## config.mk

```make
export PLATFORM = sky130hd
export DESIGN_NAME = layer_compositor
export DESIGN_NICKNAME = d
export VERILOG_FILES = /design/src/rtl/lc_pkg.sv /design/src/rtl/lc_priority_enc.sv /design/src/rtl/layer_compositor.sv
export SDC_FILE = /design/constraint.sdc
export NUM_CORES = 1
export LEC_CHECK = 0
export ABC_CLOCK_PERIOD_IN_PS = 11050
export CAP_MARGIN = 5
export CORE_AREA = 2 2 95 189
export CTS_CLUSTER_SIZE = 40
export DETAILED_ROUTE_END_ITERATION = 10
export DIE_AREA = 0 0 97 191
export PLACE_DENSITY = 0.81
export SYNTH_ARGS = -nofsm -noshare
export SYNTH_HDL_FRONTEND = slang
export SYNTH_SLANG_ARGS = --single-unit
```

## constraint.sdc

```tcl
create_clock -name clk -period 11.05 [get_ports clk]
set_input_delay 1.6575 -clock clk [delete_from_list [all_inputs] [get_ports clk]]
set_output_delay 1.6575 -clock clk [all_outputs]
set_load 0.1 [all_outputs]
```

## src/rtl/lc_pkg.sv

```systemverilog
// Shared constants for the layer compositor: colour layout, the background
// index convention and the default palette colours used by the game.
package lc_pkg;

  localparam int unsigned LC_COLOR_W = 4;
  localparam int unsigned LC_RGB_W   = 3 * LC_COLOR_W;

  // Channel offsets inside a packed {R,G,B} word
  localparam int unsigned LC_R_OFF = 2 * LC_COLOR_W;
  localparam int unsigned LC_G_OFF = LC_COLOR_W;
  localparam int unsigned LC_B_OFF = 0;

  localparam logic [LC_RGB_W-1:0] LC_BG_RESET      = 12'h111;
  localparam logic [LC_RGB_W-1:0] LC_FLASH_COLOR   = 12'h444;
  localparam logic [LC_RGB_W-1:0] LC_CYAN_COLLIDER = 12'h0EE;
  localparam logic [LC_RGB_W-1:0] LC_RED_TRIGGER   = 12'hF33;
  localparam logic [LC_RGB_W-1:0] LC_PLAYER        = 12'h26F;

  // The background palette entry sits just past the last layer
  function automatic int unsigned lc_bg_index(input int unsigned num_layers);
    return num_layers;
  endfunction

endpackage

```

## src/rtl/lc_priority_enc.sv

```systemverilog
// Lowest-set-bit encoder: layer 0 has the highest priority.
module lc_priority_enc
  import lc_pkg::*;
#(
  parameter int unsigned NUM_LAYERS = 8,
  parameter int unsigned ADDR_W     = $clog2(NUM_LAYERS + 1)
) (
  input  logic [NUM_LAYERS-1:0] i_hit,
  output logic [ADDR_W-1:0]     o_idx,
  output logic                  o_no_hit
);

  // Scan from the top so the lowest set bit is the last one written
  always_comb begin
    o_idx = '0;
    for (int i = int'(NUM_LAYERS) - 1; i >= 0; i--) begin
      if (i_hit[i]) o_idx = ADDR_W'(i);
    end
  end

  assign o_no_hit = ~|i_hit;

endmodule

```

## src/rtl/layer_compositor.sv

```systemverilog
// Pipelined VGA layer compositor: priority select of layer hits, double-
// buffered palette lookup committed at frame start, frame-counted background
// flash. Fixed 2 pix_en tick latency from inputs to RGB.
// Optional build macro LAYER_COMPOSITOR_CLIP_EN adds clip_region/clip_mask
// to suppress selected layers outside the game display.
module layer_compositor
  import lc_pkg::*;
#(
  parameter int unsigned          NUM_LAYERS   = 8,
  parameter int unsigned          COLOR_W      = LC_COLOR_W,
  parameter int unsigned          FLASH_FRAMES = 8,
  parameter logic [3*COLOR_W-1:0] FLASH_COLOR  = LC_FLASH_COLOR,
  parameter logic [3*COLOR_W-1:0] BG_RESET     = LC_BG_RESET,
  parameter int unsigned          ADDR_W       = $clog2(NUM_LAYERS + 1)
) (
  input  logic                   clk,
  input  logic                   reset,
  input  logic                   pix_en,
  input  logic                   frame_start,
  input  logic                   blank,
  input  logic [NUM_LAYERS-1:0]  layer_hit,
`ifdef LAYER_COMPOSITOR_CLIP_EN
  input  logic                   clip_region,
  input  logic [NUM_LAYERS-1:0]  clip_mask,
`endif
  input  logic                   cfg_we,
  input  logic [ADDR_W-1:0]      cfg_addr,
  input  logic [3*COLOR_W-1:0]   cfg_data,
  output logic                   cfg_ready,
  output logic                   cfg_err,
  input  logic                   flash_req,
  output logic                   flash_active,
  output logic [COLOR_W-1:0]     red,
  output logic [COLOR_W-1:0]     green,
  output logic [COLOR_W-1:0]     blue
);

  localparam int unsigned RGB_W   = 3 * COLOR_W;
  localparam int unsigned BG_IDX  = lc_bg_index(NUM_LAYERS);
  localparam int unsigned NUM_ENT = NUM_LAYERS + 1;
  localparam logic [ADDR_W-1:0] BG_ADDR = ADDR_W'(BG_IDX);

  logic [NUM_LAYERS-1:0] w_hit;
  logic [ADDR_W-1:0]     w_enc_idx;
  logic                  w_no_hit;
  logic                  w_cfg_acc;
  logic                  w_addr_ok;
  logic                  w_flash_on;

  logic [ADDR_W-1:0]     r_idx_q;
  logic                  r_blank_q;
  logic [RGB_W-1:0]      r_rgb;
  logic [RGB_W-1:0]      r_shadow [NUM_ENT];
  logic [RGB_W-1:0]      r_active [NUM_ENT];
  logic [7:0]            r_flash_cnt;
  logic                  r_cfg_rdy;
  logic                  r_cfg_err;

`ifdef LAYER_COMPOSITOR_CLIP_EN
  assign w_hit = layer_hit & ~(clip_mask & {NUM_LAYERS{clip_region}});
`else
  assign w_hit = layer_hit;
`endif

  lc_priority_enc #(
    .NUM_LAYERS (NUM_LAYERS),
    .ADDR_W     (ADDR_W)
  ) u_enc (
    .i_hit    (w_hit),
    .o_idx    (w_enc_idx),
    .o_no_hit (w_no_hit)
  );

  // Writes stall during the commit cycle so shadow and active never race
  assign cfg_ready  = r_cfg_rdy & ~frame_start;
  assign w_cfg_acc  = cfg_we & cfg_ready;
  assign w_addr_ok  = (cfg_addr <= BG_ADDR);
  assign w_flash_on = (r_flash_cnt != 8'd0) && r_flash_cnt[0];

  // Stage 1: resolve the winning layer index and delay blank
  always_ff @(posedge clk) begin
    if (!reset) begin
      r_idx_q   <= '0;
      r_blank_q <= 1'b0;
    end else if (pix_en) begin
      r_idx_q   <= w_no_hit ? BG_ADDR : w_enc_idx;
      r_blank_q <= blank;
    end
  end

  // Stage 2: palette lookup, flash override on background, blanking
  always_ff @(posedge clk) begin
    if (!reset) begin
      r_rgb <= '0;
    end else if (pix_en) begin
      if (r_blank_q)                            r_rgb <= '0;
      else if (r_idx_q == BG_ADDR && w_flash_on) r_rgb <= FLASH_COLOR;
      else                                      r_rgb <= r_active[r_idx_q];
    end
  end

  // Config handshake: ready comes up one cycle after reset, error pulse
  always_ff @(posedge clk) begin
    if (!reset) begin
      r_cfg_rdy <= 1'b0;
      r_cfg_err <= 1'b0;
    end else begin
      r_cfg_rdy <= 1'b1;
      r_cfg_err <= w_cfg_acc & ~w_addr_ok;
    end
  end

  // Palette: writes land in the shadow, whole shadow copied at frame start
  always_ff @(posedge clk) begin
    if (!reset) begin
      for (int unsigned i = 0; i < NUM_ENT; i++) begin
        r_shadow[i] <= (i == BG_IDX) ? BG_RESET : '0;
        r_active[i] <= (i == BG_IDX) ? BG_RESET : '0;
      end
    end else begin
      if (w_cfg_acc && w_addr_ok) r_shadow[cfg_addr] <= cfg_data;
      if (frame_start) begin
        for (int unsigned i = 0; i < NUM_ENT; i++) r_active[i] <= r_shadow[i];
      end
    end
  end

  // Flash counter: reload on request, otherwise count frames down to zero
  always_ff @(posedge clk) begin
    if (!reset)                                  r_flash_cnt <= 8'd0;
    else if (flash_req)                          r_flash_cnt <= 8'(FLASH_FRAMES);
    else if (frame_start && r_flash_cnt != 8'd0) r_flash_cnt <= r_flash_cnt - 8'd1;
  end

  assign flash_active = (r_flash_cnt != 8'd0);
  assign cfg_err      = r_cfg_err;
  assign red          = r_rgb[2*COLOR_W +: COLOR_W];
  assign green        = r_rgb[COLOR_W +: COLOR_W];
  assign blue         = r_rgb[0 +: COLOR_W];

endmodule
```

# Yosys cells after proc, flatten, opt, wreduce, memory -nomap -nowiden

Memory sizes are Yosys's and may differ from the RTL's. A register that Yosys moved wholly into a read port is not among the register bits.
Cells that the tools add are included.

$add $sub $neg: 1
Multiplexer cells: 35
Equality and inequality tests: 1
Magnitude comparators: 1
Bitwise gates (word level): 15
Reduce and logical (&&, ||, !) cells: 9

Operators by type and width:

| cell                                                  | number |
|---|---|
| 2-to-1 mux 12 bit                                     | 12 |
| 2-to-1 mux 3 bit                                      | 8 |
| 2-to-1 mux 4 bit                                      | 6 |
| OR reduction 12 bit                                   | 1 |
| 2-to-1 mux 1 bit                                      | 9 |
| OR 1 bit                                              | 9 |
| nonzero test 8 bit                                    | 1 |
| OR reduction 8 bit                                    | 1 |
| subtractor 8 x 1 -> 8 bit, second input constant      | 1 |
| equality test 4 bit, second input constant            | 1 |
| less-or-equal comparator 4 bit, second input constant | 1 |
| logical AND 1 bit                                     | 4 |
| AND 1 bit                                             | 3 |
| inverter 1 bit                                        | 3 |
| nonzero test 2 bit                                    | 1 |
| OR reduction 2 bit                                    | 1 |

Register bits after elaboration: 27
Output and inout bits: 15
Bits of input ports: 31
RAM bits: 216
Word-level logic and storage cells: 71
Memories kept: 2

Memories:

| name     | depth | width | read ports | clocked after Yosys merged registers in | write ports | line                   | text |
|---|---|---|---|---|---|---|---|
| r_active | 9     | 12    | 1          | 1                                       | 9           | layer_compositor.sv:54 | `logic [RGB_W-1:0] r_active [NUM_ENT];` |
| r_shadow | 9     | 12    | 9          | 0                                       | 9           | layer_compositor.sv:53 | `logic [RGB_W-1:0] r_shadow [NUM_ENT];` |

# Depth between registers and ports, before layout

Depth in word-level cells: 11
Gate-level depth with buffers: 7

# Hierarchy

From an unflattened synthesis, not the netlist that was laid out.

Cells, all modules: 688
Area total of the unflattened synthesis: 10,192.3 µm²

By module, submodules not included:

| module           | area an instance (µm²) | instances | cells an instance |
|---|---|---|---|
| layer_compositor | 10,094.7               | 1         | 672 |
| lc_priority_enc  | 97.6                   | 1         | 16 |

# Worst setup path before layout

Ideal clock, no wire load.

Path kind: input port to flip-flop
From: input frame_start
To: memory r_active[0][0] (netlist name) (enable)
Data required time: 10,565 ps
Setup time: 485 ps
Stages: 2
Path buffers: 1
Setup slack: 6,033 ps
Arrival: 4,531 ps
Path through: clkbuf_1 > nand2b_1

RTL lines:

| item               | line                   | text |
|---|---|---|
| start: declaration | layer_compositor.sv:19 | `input logic frame_start,` |
| end: declaration   | layer_compositor.sv:54 |  |

# Worst setup path after layout

From: input frame_start
To: output cfg_ready

Longest elaborated chain between the ends: 2

Ends and longest elaborated chain:

| item             | line                   | text |
|---|---|---|
| inverter 1 bit   | layer_compositor.sv:75 | `assign cfg_ready = r_cfg_rdy & ~frame_start;` |
| AND 1 bit        | layer_compositor.sv:75 |  |
| end: declaration | layer_compositor.sv:29 | `output logic cfg_ready,` |

Every way passes these cells.

==> summary.md <==
| Metric | Value |
|---|---|
| Status | complete, no violations |
| Cts hold-fix bufs | 0 |
| CTS H-Tree Depth | 1 |
| GRT Residual Overflow | 0 |
| Met1 wire length | around 7600 microns |
| Max_cap viols | 0 |
| Max VDD drop | around 0.00016 V |
| RSZ-0062 raised after global routing | false |
| Detailed-route DRC error count | 0 |
| RD Place Congestion | about 0.84 |
| Crit. End Element | primary output |
| I/O pin cnt | 46 |
| Routed vias | between 5,000 and 6,000 |
| Root Driver | clkbuf_16 |
| Critical Path RT | roughly 9.4 ns |
| CP peak stage delay | around 1.1 ns |
| Post-layout min period | between 4 and 5 ns |
| DP HPWL | 12,400 microns |
| YS warnings | 0 |
| Antenna fix cells | 0 |
| Fin util | approximately two thirds |
| Initial Util | between 50% and 60% |
| Met3 WL | 1120 microns |
| Syn avg cell area | 15.1 sq um |
| Critical Path AT | between 3 and 4 ns |
| Flops & latches, synth | 247 |
| Max layer used | met4 |
| Min-Delay Path Class | reg -> reg |
| Layout fillers | between 1,000 and 1,500 |
| Max-slew violation count | 0 |
| Slew HR | 20.3% |
| Initial DRC count | approximately 400 |
| Final Cycle Share | a little over two fifths |
| Critical path type | in -> out |
| Cell accounting for the most synthesized area | edfxtp_1 |
| Final hold viol count | 0 |
| Router iterations before antenna repair | 5 |
| Drt wl/cell | ~21 microns |
| Final net count | between 700 and 800 |
| Ys flop type | edfxtp_1 |
| Post-route ant nets | 0 |
| CTS-repair resized insts | 0 |
| Synth async-reset ratio | 0% |
| Clk buf depth | 3 |
| Yosys top cell area share | between 60% and 70% |
| Initial antenna violation count | 0 |
| Syn nets | ~700 |
| Seq/Total Area, Yosys | between 60% and 70% |
| GRT Total Usage | ~22% |
| Clock skew | between 0.01 and 0.015 ns |
| PortBufs | 45 |
| Share of cells above drive strength 1 | 11.0% |
| Layout Cells excl Fill | between 900 and 1,000 |
| Die Area | about 0.019 sq mm |
| Vias in the first global route | about 5,700 |
| TritonCTS clock tree | done |
| Synthesized area | 0.0102 sq mm |
| Setup Buffers After CTS | 0 |
| Clock-pin slew on the worst setup and hold paths | 0.06 ns |
| Clk sinks | roughly 250 |
| CP max stage cell | clkdlybuf4s50_1 |
| Startpoint types | input pin |
| Worst skew pair latency | ~0.5 ns |
| Met2 wire length | between 10,000 and 15,000 microns |
| Die height | between 150 and 200 microns |
| Setup TNS | 0 ns |
| Largest net degree at the start of global routing | 105 |
| First-pass GRT wire length | around 31,000 microns |
| Syn-to-layout area delta | 13.1% |
| Lkg Pwr | around 4.5 nW |
| Post-synth EDFFs | 216 |
| CP Max Fanout | 11 |
| Yosys cell types | 52 |
| Rows | 68 |
| Core area | between 0.015 and 0.02 sq mm |
| Final setup margin | about 6.3 ns |
| Vias per cell | slightly above 6 |
| Dpl cells | around 890 |
| Number of buffers created by CTS | 22 |
| Dpl ws | around 6.3 ns |
| Die X | 97 microns |
| Endpoints failing setup | 0 |
| Pwr/cell area | roughly 170 mW/mm^2 |
| Critical path cell sequence | buf_2, nor2b_1, clkdlybuf4s50_1 |
| Routed wire length | between 15,000 and 20,000 microns |
| Syn Inst Count | about 670 |
| Area contributors post-synth | edfxtp_1 64%, and2_1 6.7%, and3_1 6.5% |
| Fmax | between 200 and 250 MHz |
| Tightest Pin Transition | roughly 1.2 ns |
-- layout by cell type, fill, tap and decap left out, types with 3 or more instances in the layout --
| master | n |
|---|---|
| buf_2 | 3 |
| and2_1 | 108 |
| and3_1 | 105 |
| nor2_1 | 13 |
| or2_2 | 3 |
| bufinv_16 | 3 |
| mux2i_1 | 13 |
| inv_1 | 6 |
| o21ai_1 | 3 |
| clkinv_2 | 3 |
| nand2_1 | 4 |
| nor3_1 | 13 |
| clkdlybuf4s50_1 | 43 |
| mux4_2 | 24 |
| nand2b_1 | 11 |
| a21oi_1 | 5 |
| dfxtp_1 | 31 |
| xor2_1 | 3 |
| a221o_1 | 9 |
| o21ai_0 | 7 |
| nor2b_1 | 6 |
| buf_4 | 9 |
| a222oi_1 | 3 |
| nor4_1 | 3 |
| edfxtp_1 | 216 |
| clkbuf_16 | 23 |
| clkbuf_1 | 5 |
-- final cells by class --
type | count | area, sq um | share of cell area, %
Sequential cell | 247 | 7110 | 61.9
Multi-Input combinational cell | 371 | 2830 | 24.7
Clock buffer | 29 | 608 | 5.30
Timing Repair Buffer | 55 | 513 | 4.47
Tap cell | 210 | 263 | 2.29
Clock inverter | 11 | 136 | 1.19
Inverter | 6 | 22.5 | 0.196
-- power breakdown --
group,total [mW],switching [mW],leakage [nW],internal [mW]
combinational,0.140,0.0913,1.58,0.0485
sequential,1.07,0.0159,2.60,1.05
clock,0.783,0.324,0.358,0.459
total,1.99,0.431,4.54,1.56
-- cells in the mapped netlist, types with 4 or more instances --
library cell and count:
mux2i_1 13, nor2_1 13, nand2b_1 12, and3_1 105, edfxtp_1 216, clkbuf_1 37
dfxtp_1 31, and2_1 108, o21ai_0 10, nor3_1 13, nand2_1 4, buf_2 6
inv_1 6, a221o_1 9, a21oi_1 5, nor2b_1 6, mux4_2 24
-- stage by stage --
stage	instance area, sq um	power, mW	hold WS [ns]
finish	11500	1.99	0.467
CTS	11500	2.00	0.469
floorplan	10200	1.18	0.444
global route	11500	2.05	0.490
detailed placement	10700	1.23	0.457
global placement	10700	1.22	0.452
-- worst max-delay path, delay by kind of cell --
| kind | cells | cell delay, ns |
|---|---|---|
| buffers and inverters | 2 | 1.31 |
| AND/OR/NAND/NOR | 1 | 0.12 |
-- final timing paths --
kind                  start              to  cells after the start  slack [ns]
max             frame_start       cfg_ready                      3        6.29
min          r_active[8][8]        r_rgb[8]                      1        0.47
max reg2reg       r_cfg_rdy  r_shadow[8][0]                      4        8.32
min reg2reg  r_active[8][8]        r_rgb[8]                      1        0.47
-- routing by layer --
metal	GRT usage (%)	up-vias
li1	-	2596
met1	27.7	2782
met2	39.0	182
met3	3.14	43
met4	6.55	0
met5	0	-
-- sequential cells by signal (all words and copies together), names as in the netlist, named ones only --
register	cells
cfg_err	1
r_active	108
r_blank_q	1
r_cfg_rdy	1
r_flash_cnt	8
r_idx_q	4
r_rgb	12
r_shadow	108
-- cell families (layout without fill, tap and decap cells) --
logic type | Yosys count | count (layout) | synth area share [%]
flip-flops | 247 | 247 | 70.0
AND/OR/NAND/NOR | 288 | 288 | 17.6
adder cells (fa/ha/maj) | 2 | 2 | 0.246
buffers and inverters | 53 | 101 | 2.19
multiplexers | 38 | 38 | 6.72
AO/OA/AOI/OAI | 39 | 39 | 2.87
XOR/XNOR | 4 | 4 | 0.345
Power figures use the tool's default switching activity.
